==> src/rtl/util_watch_dog_mc.sv <==
// Multi-channel watchdog: per-channel IDLE/ALIVE/DEAD FSM with down-counter,
// edge-detected heartbeat kicks, optional early-kick window, sticky status and irq.
module util_watch_dog_mc #(
  parameter int NUM_CH = 4,
  parameter int CNT_W  = 32
) (
  input  logic                    clk,
  input  logic                    rst,
  input  logic [NUM_CH-1:0]       en,
  input  logic [NUM_CH-1:0]       load,
  input  logic [NUM_CH*CNT_W-1:0] preset,
  input  logic [NUM_CH*CNT_W-1:0] window,
  input  logic [NUM_CH-1:0]       win_en,
  input  logic [NUM_CH-1:0]       monitor_in,
  input  logic [NUM_CH-1:0]       status_clr,
  output logic [NUM_CH-1:0]       state,
  output logic [NUM_CH-1:0]       active,
  output logic [NUM_CH-1:0]       inactive,
  output logic [NUM_CH-1:0]       early,
  output logic [NUM_CH-1:0]       status,
  output logic                    irq
);

  typedef enum logic [1:0] {
    S_IDLE  = 2'd0,
    S_ALIVE = 2'd1,
    S_DEAD  = 2'd2
  } ch_st_e;

  localparam logic [CNT_W-1:0] CNT_ONE = {{(CNT_W-1){1'b0}}, 1'b1};

  ch_st_e           fsm_q [NUM_CH];
  ch_st_e           fsm_d [NUM_CH];
  logic [CNT_W-1:0] cnt_q [NUM_CH];
  logic [CNT_W-1:0] cnt_d [NUM_CH];

  logic [NUM_CH-1:0] mon_q;
  logic [NUM_CH-1:0] kick;
  logic [NUM_CH-1:0] state_q, state_d;
  logic [NUM_CH-1:0] active_q, active_d;
  logic [NUM_CH-1:0] inactive_q, inactive_d;
  logic [NUM_CH-1:0] early_q, early_d;
  logic [NUM_CH-1:0] status_q, status_d;
  logic              irq_q;

  assign kick = monitor_in ^ mon_q;

  always_comb begin
    active_d   = '0;
    inactive_d = '0;
    early_d    = '0;
    state_d    = '0;
    for (int i = 0; i < NUM_CH; i++) begin
      fsm_d[i] = fsm_q[i];
      cnt_d[i] = cnt_q[i];
      if (!en[i]) begin
        fsm_d[i] = S_IDLE;
        cnt_d[i] = '0;
      end else begin
        case (fsm_q[i])
          S_IDLE: begin
            if (load[i]) begin
              fsm_d[i]    = S_ALIVE;
              cnt_d[i]    = preset[i*CNT_W +: CNT_W];
              active_d[i] = 1'b1;
            end
          end
          S_ALIVE: begin
            // Priority: load > window violation > kick > timeout
            if (load[i]) begin
              cnt_d[i] = preset[i*CNT_W +: CNT_W];
            end else if (kick[i] && win_en[i] &&
                         (cnt_q[i] > window[i*CNT_W +: CNT_W])) begin
              fsm_d[i]      = S_DEAD;
              cnt_d[i]      = '0;
              early_d[i]    = 1'b1;
              inactive_d[i] = 1'b1;
            end else if (kick[i]) begin
              cnt_d[i] = preset[i*CNT_W +: CNT_W];
            end else if (cnt_q[i] == '0) begin
              fsm_d[i]      = S_DEAD;
              inactive_d[i] = 1'b1;
            end else begin
              cnt_d[i] = cnt_q[i] - CNT_ONE;
            end
          end
          S_DEAD: begin
            if (load[i] || kick[i]) begin
              fsm_d[i]    = S_ALIVE;
              cnt_d[i]    = preset[i*CNT_W +: CNT_W];
              active_d[i] = 1'b1;
            end else begin
              cnt_d[i] = '0;
            end
          end
          default: begin
            fsm_d[i] = S_IDLE;
            cnt_d[i] = '0;
          end
        endcase
      end
      state_d[i] = (fsm_d[i] == S_ALIVE);
    end
  end

  // Set dominates clear so a fault coinciding with a clear is never lost
  assign status_d = (status_q & ~status_clr) | inactive_d;

  always_ff @(posedge clk or posedge rst) begin
    if (rst) begin
      for (int i = 0; i < NUM_CH; i++) begin
        fsm_q[i] <= S_IDLE;
        cnt_q[i] <= '0;
      end
      mon_q      <= '0;
      state_q    <= '0;
      active_q   <= '0;
      inactive_q <= '0;
      early_q    <= '0;
      status_q   <= '0;
      irq_q      <= 1'b0;
    end else begin
      for (int i = 0; i < NUM_CH; i++) begin
        fsm_q[i] <= fsm_d[i];
        cnt_q[i] <= cnt_d[i];
      end
      mon_q      <= monitor_in;
      state_q    <= state_d;
      active_q   <= active_d;
      inactive_q <= inactive_d;
      early_q    <= early_d;
      status_q   <= status_d;
      irq_q      <= |status_q;
    end
  end

  assign state    = state_q;
  assign active   = active_q;
  assign inactive = inactive_q;
  assign early    = early_q;
  assign status   = status_q;
  assign irq      = irq_q;

endmodule

==> config.mk <==
export PLATFORM = sky130hd
export DESIGN_NAME = util_watch_dog_mc
export DESIGN_NICKNAME = d
export VERILOG_FILES = /design/src/rtl/util_watch_dog_mc.sv
export SDC_FILE = /design/constraint.sdc
export NUM_CORES = 1
export LEC_CHECK = 0
export CELL_PAD_IN_SITES_DETAIL_PLACEMENT = 0
export CELL_PAD_IN_SITES_GLOBAL_PLACEMENT = 1
export CORE_AREA = 3 3 187 189
export DETAILED_ROUTE_END_ITERATION = 16
export DIE_AREA = 0 0 190 192
export GPL_TIMING_DRIVEN = 0
export MAX_ROUTING_LAYER = met4
export PLACE_DENSITY_LB_ADDON = 0.1
export SKIP_LAST_GASP = 1
export SLEW_MARGIN = 20
export SYNTH_ARGS = -nofsm -noshare
export SYNTH_HDL_FRONTEND = slang
export SYNTH_SLANG_ARGS = --single-unit
==> constraint.sdc <==
create_clock -name clk -period 9.28 [get_ports clk]
set_input_delay 0.928 -clock clk [delete_from_list [all_inputs] [get_ports clk]]
set_output_delay 0.928 -clock clk [all_outputs]
set_load 0.02 [all_outputs]
==> results of run 1 <==
==> synthesized netlist by cell type, types with 6 or more instances <==
master	instances	share of area (%)
sky130_fd_sc_hd__a211oi_1	14	0.77
sky130_fd_sc_hd__a21o_1	16	0.88
sky130_fd_sc_hd__a21oi_1	142	5.2
sky130_fd_sc_hd__a221o_1	38	2.8
sky130_fd_sc_hd__a22o_1	6	0.39
sky130_fd_sc_hd__a22oi_1	55	3.0
sky130_fd_sc_hd__a31oi_1	8	0.37
sky130_fd_sc_hd__and2_1	9	0.41
sky130_fd_sc_hd__clkbuf_1	58	1.6
sky130_fd_sc_hd__dfrtp_1	161	30
sky130_fd_sc_hd__ha_1	133	12
sky130_fd_sc_hd__inv_1	164	4.5
sky130_fd_sc_hd__mux2i_1	18	1.3
sky130_fd_sc_hd__nand2_1	125	3.5
sky130_fd_sc_hd__nand2b_1	11	0.51
sky130_fd_sc_hd__nand3_1	26	0.96
sky130_fd_sc_hd__nand4_1	39	1.8
sky130_fd_sc_hd__nor2_1	140	3.9
sky130_fd_sc_hd__nor2b_1	14	0.64
sky130_fd_sc_hd__nor3_1	46	1.7
sky130_fd_sc_hd__nor3b_1	16	0.88
sky130_fd_sc_hd__nor4_1	46	2.1
sky130_fd_sc_hd__o211ai_1	13	0.72
sky130_fd_sc_hd__o21a_1	12	0.66
sky130_fd_sc_hd__o21ai_0	128	4.7
sky130_fd_sc_hd__o221ai_1	9	0.58
sky130_fd_sc_hd__o22ai_1	7	0.32
sky130_fd_sc_hd__o31ai_1	17	0.94
sky130_fd_sc_hd__or3_1	18	0.83
sky130_fd_sc_hd__or4_1	23	1.3
sky130_fd_sc_hd__xnor2_1	42	2.7
sky130_fd_sc_hd__xor2_1	43	2.8
==> path summary, 6_finish.rpt <==
| path | start | depth (start not counted) | slack (ns) | end |
|---|---|---|---|---|
| max | window[65] | 11 | 5.05 | cnt_q[45] |
| min | status[2] | 2 | 0.51 | irq |
| max reg2reg | cnt_q[72] | 8 | 5.37 | cnt_q[86] |
| min reg2reg | status[2] | 2 | 0.51 | irq |
| max in group asynchronous | rst | 3 | 7.44 | cnt_q[40] |
| min in group asynchronous | rst | 2 | 1.00 | cnt_q[11] |
==> layout make-up <==
type                    count  share of cell area, %
repair buffers            296                   16.8
plain buffers              67                   1.52
diodes                      6                 0.0848
clock buffers              19                   2.56
inverters                 164                   3.52
flip-flops and latches    161                   22.8
clock inverters            12                  0.495
multi-input cells        1289                   49.1
well taps                 448                   3.17
==> worst max-delay path: cells and delay by family <==
| family | cells | cell delay [ns] |
|---|---|---|
| adder cells (fa/ha/maj) | 1 | 0.29 |
| AO/OA/AOI/OAI | 5 | 1.85 |
| AND/OR/NAND/NOR | 2 | 0.68 |
| buffers and inverters | 3 | 0.82 |
==> state kept, by name, indices dropped and copies added (netlist names) <==
signal and cells:
active 4, cnt_q 128, early 4, fsm_q 8, inactive 4, irq 1
mon_q 4, state 4, status 4
==> per-layer routing <==
layer  part of all wire [%]  global-route usage [%]  wire (um)  vias to the layer above
met5                      0                       -          0                        -
met4                    1.7                    6.54        796                        0
met3                    7.3                    4.36       3450                       60
met2                     46                    40.3      21800                      567
met1                     45                    35.8      21200                     6706
li1                       -                       -          -                     6827
==> logic make-up after synthesis <==
kind of cell / synth area share, %
simple gates: 20.4
fa+ha+maj: 12.2
compound gates: 24.4
flops: 29.6
buf+inv: 6.51
mux: 1.33
xor+xnor: 5.48
==> through the flow <==
stage          cell area (um^2)  utilization, %  total power (W)
3_5_place_dp              17200            51.3          0.00157
6_report                  17700            52.9          0.00225
3_3_place_gp              17100            51.1          0.00155
4_1_cts                   17700            52.9          0.00226
2_1_floorplan             13600               -          0.00127
5_1_grt                   17700            52.9          0.00239
==> where the power goes <==
part           total, W  switching, W  internal [W]
combinational  0.000716      0.000382      0.000334
clock          0.000682      0.000327      0.000356
sequential     0.000853     0.0000956      0.000758
total           0.00225      0.000804       0.00145
==> implementation parameters, run 1 <==
Parameter                              Value

Drt
  Number of optimization iterations in the first detailed-route pass    5
  Total number of vias    14160
  Drt initial violations    961
  Mean number of vias per cell    5.75
  Drc violations    0
  Routed Wire Length    47200 um
  Post-detailed-route wirelength per cell    19.2 um
  Antenna-violating nets left    0

Layout
  Final nets    2407
  Number of standard cells in the layout, taps in and fillers out    2462
  Total area of multi-input combinational cells    8690 um^2
  Fill cell total of the finished layout    3190
  Footprint of the flip-flops and latches    4030 um^2
  Area Overhead vs Synth    30.3%
  Proportion of layout cells with a drive suffix above 1    2.69%
  Commonest non-fill, non-tap cell in the layout    sky130_fd_sc_hd__clkdlybuf4s50_1
  Top library cells by usage in the layout, fill and taps aside    sky130_fd_sc_hd__clkdlybuf4s50_1 (295), sky130_fd_sc_hd__inv_1 (163), sky130_fd_sc_hd__dfrtp_1 (161), sky130_fd_sc_hd__a21oi_1 (142), sky130_fd_sc_hd__nor2_1 (140)

STA
  RSZ-0062 raised after global routing    false
  Finish-stage setup viols    0
  Worst-case headroom to the max-slew limit    29.8%
  Final hold viol count    0
  Final Cycle Share    45.6%
  Worst Hold Slack    0.505 ns
  Final TNS setup    0 ns
  Pin slew with the least headroom to its limit    1.04 ns
  Crit path time final    4.23 ns
  Achievable clock frequency    236 MHz
  Final Worst Setup Slack    5.05 ns
  Number of max-slew violations in the final report    0
  Worst clock skew    0.00902 ns

Yosys
  Predominant post-synthesis flop cell    sky130_fd_sc_hd__dfrtp_1
  Synth unique cells    70
  Post-synth EDFFs    0
  Async set-or-reset flop fraction in the synthesized netlist    100%
  Synth Instances    1681
  Average instance area after synthesis    8.08 um^2
  Area of the mapped netlist    13600 um^2
  YS warnings    0
  Post-Syn Nets    2092
  Post-synthesis sequential element count    161
  Proportion of synthesized chip area in sequential cells    29.6%

Critical path
  Ordered list of cells on the worst path    clkdlybuf4s50_1 -> inv_1 -> ha_1 -> nor2b_1 -> o211ai_1 -> a21boi_0 -> a2111oi_0 -> o22ai_1 -> or3_1 -> clkbuf_1 -> o21ai_0
  CP max FO    10
  Largest stage delay, worst path    0.74 ns
  CP Class    in2reg
  Critical path data required time    9.62 ns
  Endpoint arrival time on the critical path    4.58 ns
  Endpoint type of the worst setup path    register
  Critical path startpoint category    primary input
  Cell with the biggest individual delay on the critical path    sky130_fd_sc_hd__a2111oi_0

Global routing
  Global-route congestion overflow total    0
  Maximum number of pins on one net before global-route repair    86
  Via count of the first global-routing pass    13486
  Number of antenna violations at the first check in global routing    5
  Global-route wire length before repair    73900 um
  Total routing resource utilization after global routing    26.1%

Die
  Die boundary height    192 um
  Core Rows    67
  Die W    190 um
  Initial cell density of the core    40.6%
  Area of the die    36500 um^2
  Boundary Pins    299
  Core Region    33400 um^2

CTS
  H-tree levels    4
  TritonCTS sink count    161
  Post-cts repair resize count    0
  Post-CTS Setup Inserts    0
  Clock transition at path regs    0.06 ns
  Max Root-Sink Buffers    2
  Number of buffers inserted during clock tree synthesis    17
  Clock latency on the worst-skew pair    0.44 ns
  Root buffer selected by CTS    sky130_fd_sc_hd__clkbuf_16
  Clock tree from TritonCTS    built
  Post-CTS Hold Fix Bufs    0

Place
  Number of cells after detailed placement    2425
  Number of input and output port buffers inserted    295
  DPL Wire Length    36200 um
  Gp weighted congestion    0.906
  Post-placement worst setup slack    4.61 ns

Pwr
  Peak ir drop on the vdd network    0.000131 V
  Leakage    7.90 nW
  Total power divided by cell area    127 nW/um^2

Run status
  Run status    complete, no violations

Job
  Max-cap check violation count    0

Min path
  Min-delay worst type    reg2reg
No activity file was read; power rests on OpenSTA's default activity.
==> run 2, diff against run 1 <==
CORE_AREA = 3 3 194 196   (was 3 3 187 189)
DIE_AREA = 0 0 197 199   (was 0 0 190 192)
clock period = 4.45 ns   (was 9.28 ns; I/O delays follow)
==> run 2 against run 1 <==
Against the previous run: final cell count increased by 0.85%; routed wire length increased by 1.4%; register-to-register slack got worse by 4.9 ns; total power increased by 120%; design area increased by 1.2%; worst hold slack got worse by 0.23 ns; sequential cell count unchanged; core utilization decreased by 3.5 points; largest cell class unchanged.
==> implementation parameters, run 2 (synthesis gave the netlist of run 1 again) <==
Parameter                              Value

Drt
  Number of optimization iterations in the first detailed-route pass    8
  Drt initial violations    898
  Drc violations    0
  Routed Wire Length    47900 um
  Mean number of vias per cell    5.64
  Antenna-violating nets left    0
  Post-detailed-route wirelength per cell    19.3 um
  Total number of vias    13996

Pwr
  Peak ir drop on the vdd network    0.000280 V
  Leakage    7.98 nW
  Combinational share of power    30.6%
  Pint    0.00325 W
  Switch Pwr    0.00166 W
  Relative contribution of sequential cells to total power    36.2%
  Clock share of power    33.1%
  Total power divided by cell area    274 nW/um^2
  Switching share of power    33.8%

STA
  Finish-stage setup viols    0
  Worst clock skew    0.00927 ns
  Final hold viol count    0
  Worst-case headroom to the max-slew limit    31.4%
  Achievable clock frequency    252 MHz
  Number of max-slew violations in the final report    0
  Crit path time final    3.96 ns
  RSZ-0062 raised after global routing    false
  Pin slew with the least headroom to its limit    1.00 ns
  Final Cycle Share    89.0%
  Final TNS setup    0 ns

Layout
  Top register by number of flip-flops    cnt_q
  Top library cells by usage in the layout, fill and taps aside    sky130_fd_sc_hd__clkdlybuf4s50_1 (295), sky130_fd_sc_hd__inv_1 (163), sky130_fd_sc_hd__dfrtp_1 (161), sky130_fd_sc_hd__a21oi_1 (142), sky130_fd_sc_hd__nor2_1 (140)
  Area Overhead vs Synth    31.9%
  Largest registers ranked by flip-flop count    cnt_q: 128 flops, fsm_q: 8 flops
  Proportion of layout cells with a drive suffix above 1    2.88%
  Fill cell total of the finished layout    3553
  Final instance area    17900 um^2
  Max reg flops    128
  Commonest non-fill, non-tap cell in the layout    sky130_fd_sc_hd__clkdlybuf4s50_1
  Final nets    2413

Critical path
  Endpoint arrival time on the critical path    4.29 ns
  Critical path data required time    4.78 ns
  Count of cells along the worst register-to-register path    8
  Critical path startpoint category    register
  Ordered list of cells on the worst path    clkbuf_1 -> or4_1 -> nor3_1 -> nand4b_1 -> o211ai_1 -> clkbuf_1 -> nor3_1 -> a221o_1
  RR Endpoint    cnt_q[86]
  CP Class    reg2reg
  Worst reg2reg setup slack    0.49 ns
  Largest stage delay, worst path    0.74 ns
  CP max FO    10
  Endpoint type of the worst setup path    register
  Cell with the biggest individual delay on the critical path    sky130_fd_sc_hd__o211ai_1
  R2R Path Start    cnt_q[72]

CTS
  Max Root-Sink Buffers    2
  Post-CTS Setup Inserts    0
  Root buffer selected by CTS    sky130_fd_sc_hd__clkbuf_16
  H-tree levels    4
  Post-CTS Hold Fix Bufs    0
  Post-cts repair resize count    0
  Number of buffers inserted during clock tree synthesis    17
  TritonCTS sink count    161
  Clock latency on the worst-skew pair    0.45 ns
  Clock tree from TritonCTS    built
  Clock transition at path regs    0.07 ns

Die
  Core Rows    70
  Boundary Pins    299
  Area of the die    39200 um^2
  Die boundary height    199 um
  Die W    197 um
  Initial cell density of the core    37.5%
  Core Region    36300 um^2

Place
  Number of input and output port buffers inserted    295
  Gp weighted congestion    0.867
  Area of placed instances    17300 um^2
  DPL Wire Length    37200 um

Run status
  Run status    complete, no violations

Job
  Max-cap check violation count    0

Global routing
  Via count of the first global-routing pass    13532
  Number of antenna violations at the first check in global routing    2
  Maximum number of pins on one net before global-route repair    31
  Global-route wire length before repair    74700 um
  Total routing resource utilization after global routing    24.7%
  Global-route congestion overflow total    0

Min path
  Min-delay worst type    in2async
run 2: stage by stage:
stage               setup slack (ns)  power, W  util (%)  hold WS (ns)  cells
CTS                            0.564   0.00493      49.4         0.266   2481
global route                   0.180   0.00519      49.4         0.279   2483
finish                         0.488   0.00491      49.4         0.274   2483
global placement               0.157   0.00325      47.2         0.519   2444
floorplan                       1.40   0.00266         -         0.476   1681
detailed placement             0.195   0.00329      47.7         0.522   2451
run 2: worst max path at each step:
| stage | start | to | slack, ns |
|---|---|---|---|
| CTS | cnt_q[72] | cnt_q[86] | 0.56 |
| finish | cnt_q[72] | cnt_q[86] | 0.49 |
| detailed placement | window[65] | cnt_q[47] | 0.19 |
| global placement | window[65] | cnt_q[49] | 0.16 |
| floorplan | cnt_q[90] | cnt_q[93] | 1.40 |
| global route | cnt_q[72] | cnt_q[76] | 0.18 |
run 2: area by class of cell:
cell class	instances	area, um^2	share of cell area, %
multi-input combinational	1289	8690	48.5
sequential	161	4030	22.5
timing repair buffer	302	3110	17.3
inverter	164	619	3.46
tap	468	586	3.27
clock buffer	20	457	2.55
buffer	67	269	1.50
clock inverter	10	160	0.894
antenna	2	5.00	0.0279
run 2: critical path: cells and delay by family, from the launching register on:
| kind | cells | cell delay (ns) |
|---|---|---|
| DFF | 1 | 0.39 |
| AOI/OAI and AO/OA | 2 | 1.03 |
| and+or+nand+nor | 4 | 1.72 |
| buffers and inverters | 2 | 0.70 |
run 2: routing by layer:
metal | track usage (%) | part of all wire (%) | routed length (um) | vias to the layer above
met5 | - | 0 | 0 | -
met4 | 6.15 | 1.8 | 885 | 0
met3 | 4.51 | 6.7 | 3190 | 46
met2 | 37.5 | 45 | 21500 | 497
met1 | 34.3 | 47 | 22300 | 6626
li1 | - | - | - | 6827
run 2: power groups by stage:
| stage | sequential [W] | clock [W] | combinational, W |
|---|---|---|---|
| final | 0.00178 | 0.00163 | 0.00150 |
| after global routing | 0.00180 | 0.00171 | 0.00169 |
| after CTS | 0.00177 | 0.00166 | 0.00150 |
| after detailed placement | 0.00180 | 0 | 0.00149 |
| after global placement | 0.00180 | 0 | 0.00145 |
| after floorplan | 0.00174 | 0 | 0.000917 |
==> run 3, diff against run 2 <==
ABC_AREA = 1   (was default)
CORE_AREA = 3 3 226 228   (was 3 3 194 196)
DIE_AREA = 0 0 229 231   (was 0 0 197 199)
==> run 3 against run 2 <==
Against the previous run: worst hold slack worse by 0.0042 ns; register-to-register slack better by 1.1 ns; combinational power is 57% higher; fmax is 40% higher; design area is 26% higher; global-route usage is 2.0 points higher; largest power group is now combinational cells; clock power hardly changed.
==> implementation parameters, run 3 <==
Parameter                              Value

STA
  Worst-case headroom to the max-slew limit    49.1%
  Final hold viol count    0
  Crit path time final    2.84 ns
  Pin slew with the least headroom to its limit    0.764 ns
  Final Cycle Share    63.8%
  Achievable clock frequency    352 MHz
  RSZ-0062 raised after global routing    false
  Number of max-slew violations in the final report    0
  Worst clock skew    0.0165 ns
  Finish-stage setup viols    0
  Final TNS setup    0 ns

Layout
  Proportion of layout cells with a drive suffix above 1    4.24%
  Top register by number of flip-flops    cnt_q
  Commonest non-fill, non-tap cell in the layout    sky130_fd_sc_hd__nand2_1
  Final standard cell utilization of the core    46.1%
  Area Overhead vs Synth    25.1%
  Largest registers ranked by flip-flop count    cnt_q: 128 flops, fsm_q: 8 flops
  Fill cell total of the finished layout    5409
  Top library cells by usage in the layout, fill and taps aside    sky130_fd_sc_hd__nand2_1 (1428), sky130_fd_sc_hd__nor2_1 (392), sky130_fd_sc_hd__inv_1 (346), sky130_fd_sc_hd__clkdlybuf4s50_1 (295), sky130_fd_sc_hd__a21oi_1 (163)
  Final instance area    22600 um^2
  Final nets    3937
  Max reg flops    128

Yosys
  Top cell type's share of synthesized area    29.7%
  Dominant cell by count in the synthesized netlist    sky130_fd_sc_hd__nand2_1
  YS warnings    0
  Top cell types by occurrence after synthesis    sky130_fd_sc_hd__nand2_1 (1428), sky130_fd_sc_hd__nor2_1 (392), sky130_fd_sc_hd__inv_1 (347)
  Post-synth EDFFs    0
  Async set-or-reset flop fraction in the synthesized netlist    100%
  Post-synthesis sequential element count    161
  Dominant cell type by area after synthesis    sky130_fd_sc_hd__nand2_1
  Leading post-synthesis cells by cell area    sky130_fd_sc_hd__nand2_1 (30%), sky130_fd_sc_hd__dfrtp_1 (22%), sky130_fd_sc_hd__ha_1 (9.2%)
  Post-Syn Nets    3617
  Predominant post-synthesis flop cell    sky130_fd_sc_hd__dfrtp_1
  Average instance area after synthesis    5.64 um^2
  Synth Instances    3206
  Area of the mapped netlist    18100 um^2
  Synth unique cells    46
  Proportion of synthesized chip area in sequential cells    22.3%

CTS
  Clock latency on the worst-skew pair    0.50 ns
  Max Root-Sink Buffers    2
  Clock tree from TritonCTS    built
  TritonCTS sink count    161
  Post-CTS Setup Inserts    0
  H-tree levels    4
  Post-cts repair resize count    0
  Clock transition at path regs    0.08 ns
  Number of buffers inserted during clock tree synthesis    17
  Post-CTS Hold Fix Bufs    0
  Root buffer selected by CTS    sky130_fd_sc_hd__clkbuf_16

Pwr
  Peak ir drop on the vdd network    0.000296 V
  Leakage    12.4 nW
  Relative contribution of sequential cells to total power    31.6%
  Total power    0.00586 W
  Pint    0.00342 W
  Combinational share of power    40.2%
  Clock share of power    28.3%
  Switching share of power    41.7%
  Switch Pwr    0.00244 W
  Total power divided by cell area    259 nW/um^2

Drt
  Number of optimization iterations in the first detailed-route pass    6
  Mean number of vias per cell    4.94
  Drt initial violations    1645
  Routed Wire Length    69000 um
  Post-detailed-route wirelength per cell    16.4 um
  Antenna-violating nets left    0
  Total number of vias    20796
  Drc violations    0

Critical path
  CP max FO    10
  Count of cells along the worst register-to-register path    10
  R2R Path Start    cnt_q[95]
  Setup crit start    cnt_q[95]
  Critical path startpoint category    register
  Endpoint arrival time on the critical path    3.15 ns
  CP Class    reg2reg
  Critical path data required time    4.76 ns
  RR Endpoint    early[1]
  Worst reg2reg setup slack    1.61 ns
  Endpoint type of the worst setup path    register

Global routing
  Via count of the first global-routing pass    19486
  Number of antenna violations at the first check in global routing    4
  Global-route wire length before repair    108000 um
  Global-route congestion overflow total    0
  Maximum number of pins on one net before global-route repair    32
  Total routing resource utilization after global routing    26.7%

Die
  Boundary Pins    299
  Initial cell density of the core    36.8%
  Die boundary height    231 um
  Area of the die    52900 um^2
  Core Rows    81
  Die W    229 um
  Core Region    49100 um^2

Run status
  Run status    complete, no violations

Place
  Area of placed instances    22000 um^2
  Gp weighted congestion    0.910
  DPL Wire Length    54500 um
  Number of input and output port buffers inserted    295

Job
  Max-cap check violation count    0

Min path
  Min-delay worst type    in2async
-- run 3: area by class of cell --
type                            instances  area [um^2]  area share [%]
Buffer                                115          553            2.44
Multi-Input combinational cell       2576        12200            53.8
Clock inverter                         15          194           0.857
Clock buffer                           17          425            1.88
Timing Repair Buffer                  301         3080            13.6
Sequential cell                       161         4030            17.8
Antenna cell                            4         10.0          0.0443
Inverter                              354         1330            5.89
Tap cell                              664          831            3.67
-- run 3: cells by family (layout without fill, tap and decap cells) --
logic type,Yosys count,count (layout),share of synthesized area (%)
AND/OR/NAND/NOR,2058,2058,45.6
buffers and inverters,469,802,10.4
AO/OA/AOI/OAI,336,336,10.1
flip-flops,161,161,22.3
adder cells (fa/ha/maj),133,133,9.21
XOR/XNOR,49,49,2.37
other,0,4,0
-- run 3: critical path, stage by stage, from the launching register on --
cell and delay [ns]:
sky130_fd_sc_hd__dfrtp_1 0.49, sky130_fd_sc_hd__ha_1 0.35, sky130_fd_sc_hd__nand2_1 0.07, sky130_fd_sc_hd__nor2_1 0.13, sky130_fd_sc_hd__nand2_1 0.12, sky130_fd_sc_hd__nor4_1 0.39
sky130_fd_sc_hd__nand2_1 0.10, sky130_fd_sc_hd__nand2_1 0.09, sky130_fd_sc_hd__nand2_2 0.16, sky130_fd_sc_hd__buf_4 0.23, sky130_fd_sc_hd__nor4_1 0.52
-- run 3: worst max path at each step --
stage	endpoint
2_1_floorplan	active[0]
3_3_place_gp	cnt_q[77]
3_5_place_dp	state[0]
4_1_cts	state[0]
5_1_grt	state[0]
6_report	early[1]
-- run 3: power groups by stage --
stage | Combinational (W) | Sequential, W | Clock (W)
after floorplan | 0.00156 | 0.00178 | 0
after global placement | 0.00229 | 0.00187 | 0
after detailed placement | 0.00234 | 0.00187 | 0
after CTS | 0.00235 | 0.00185 | 0.00171
after global routing | 0.00271 | 0.00187 | 0.00176
final | 0.00236 | 0.00185 | 0.00166
-- run 3: metal layers --
layer	wire length, um	vias to the layer above	GRT usage, %
met5	0	-	-
met4	1080	0	5.51
met3	4210	54	4.84
met2	31400	561	42.2
met1	32300	9578	35.9
li1	-	10603	-
-- run 3: per-stage QoR --
| step | worst slack (ns) | hold slack (ns) | std cells |
|---|---|---|---|
| finish | 1.61 | 0.270 | 4207 |
| global route | 1.46 | 0.254 | 4207 |
| CTS | 1.62 | 0.241 | 4203 |
| detailed placement | 1.20 | 0.505 | 4171 |
| global placement | 0.147 | 0.497 | 4165 |
| floorplan | 1.96 | 0.471 | 3206 |
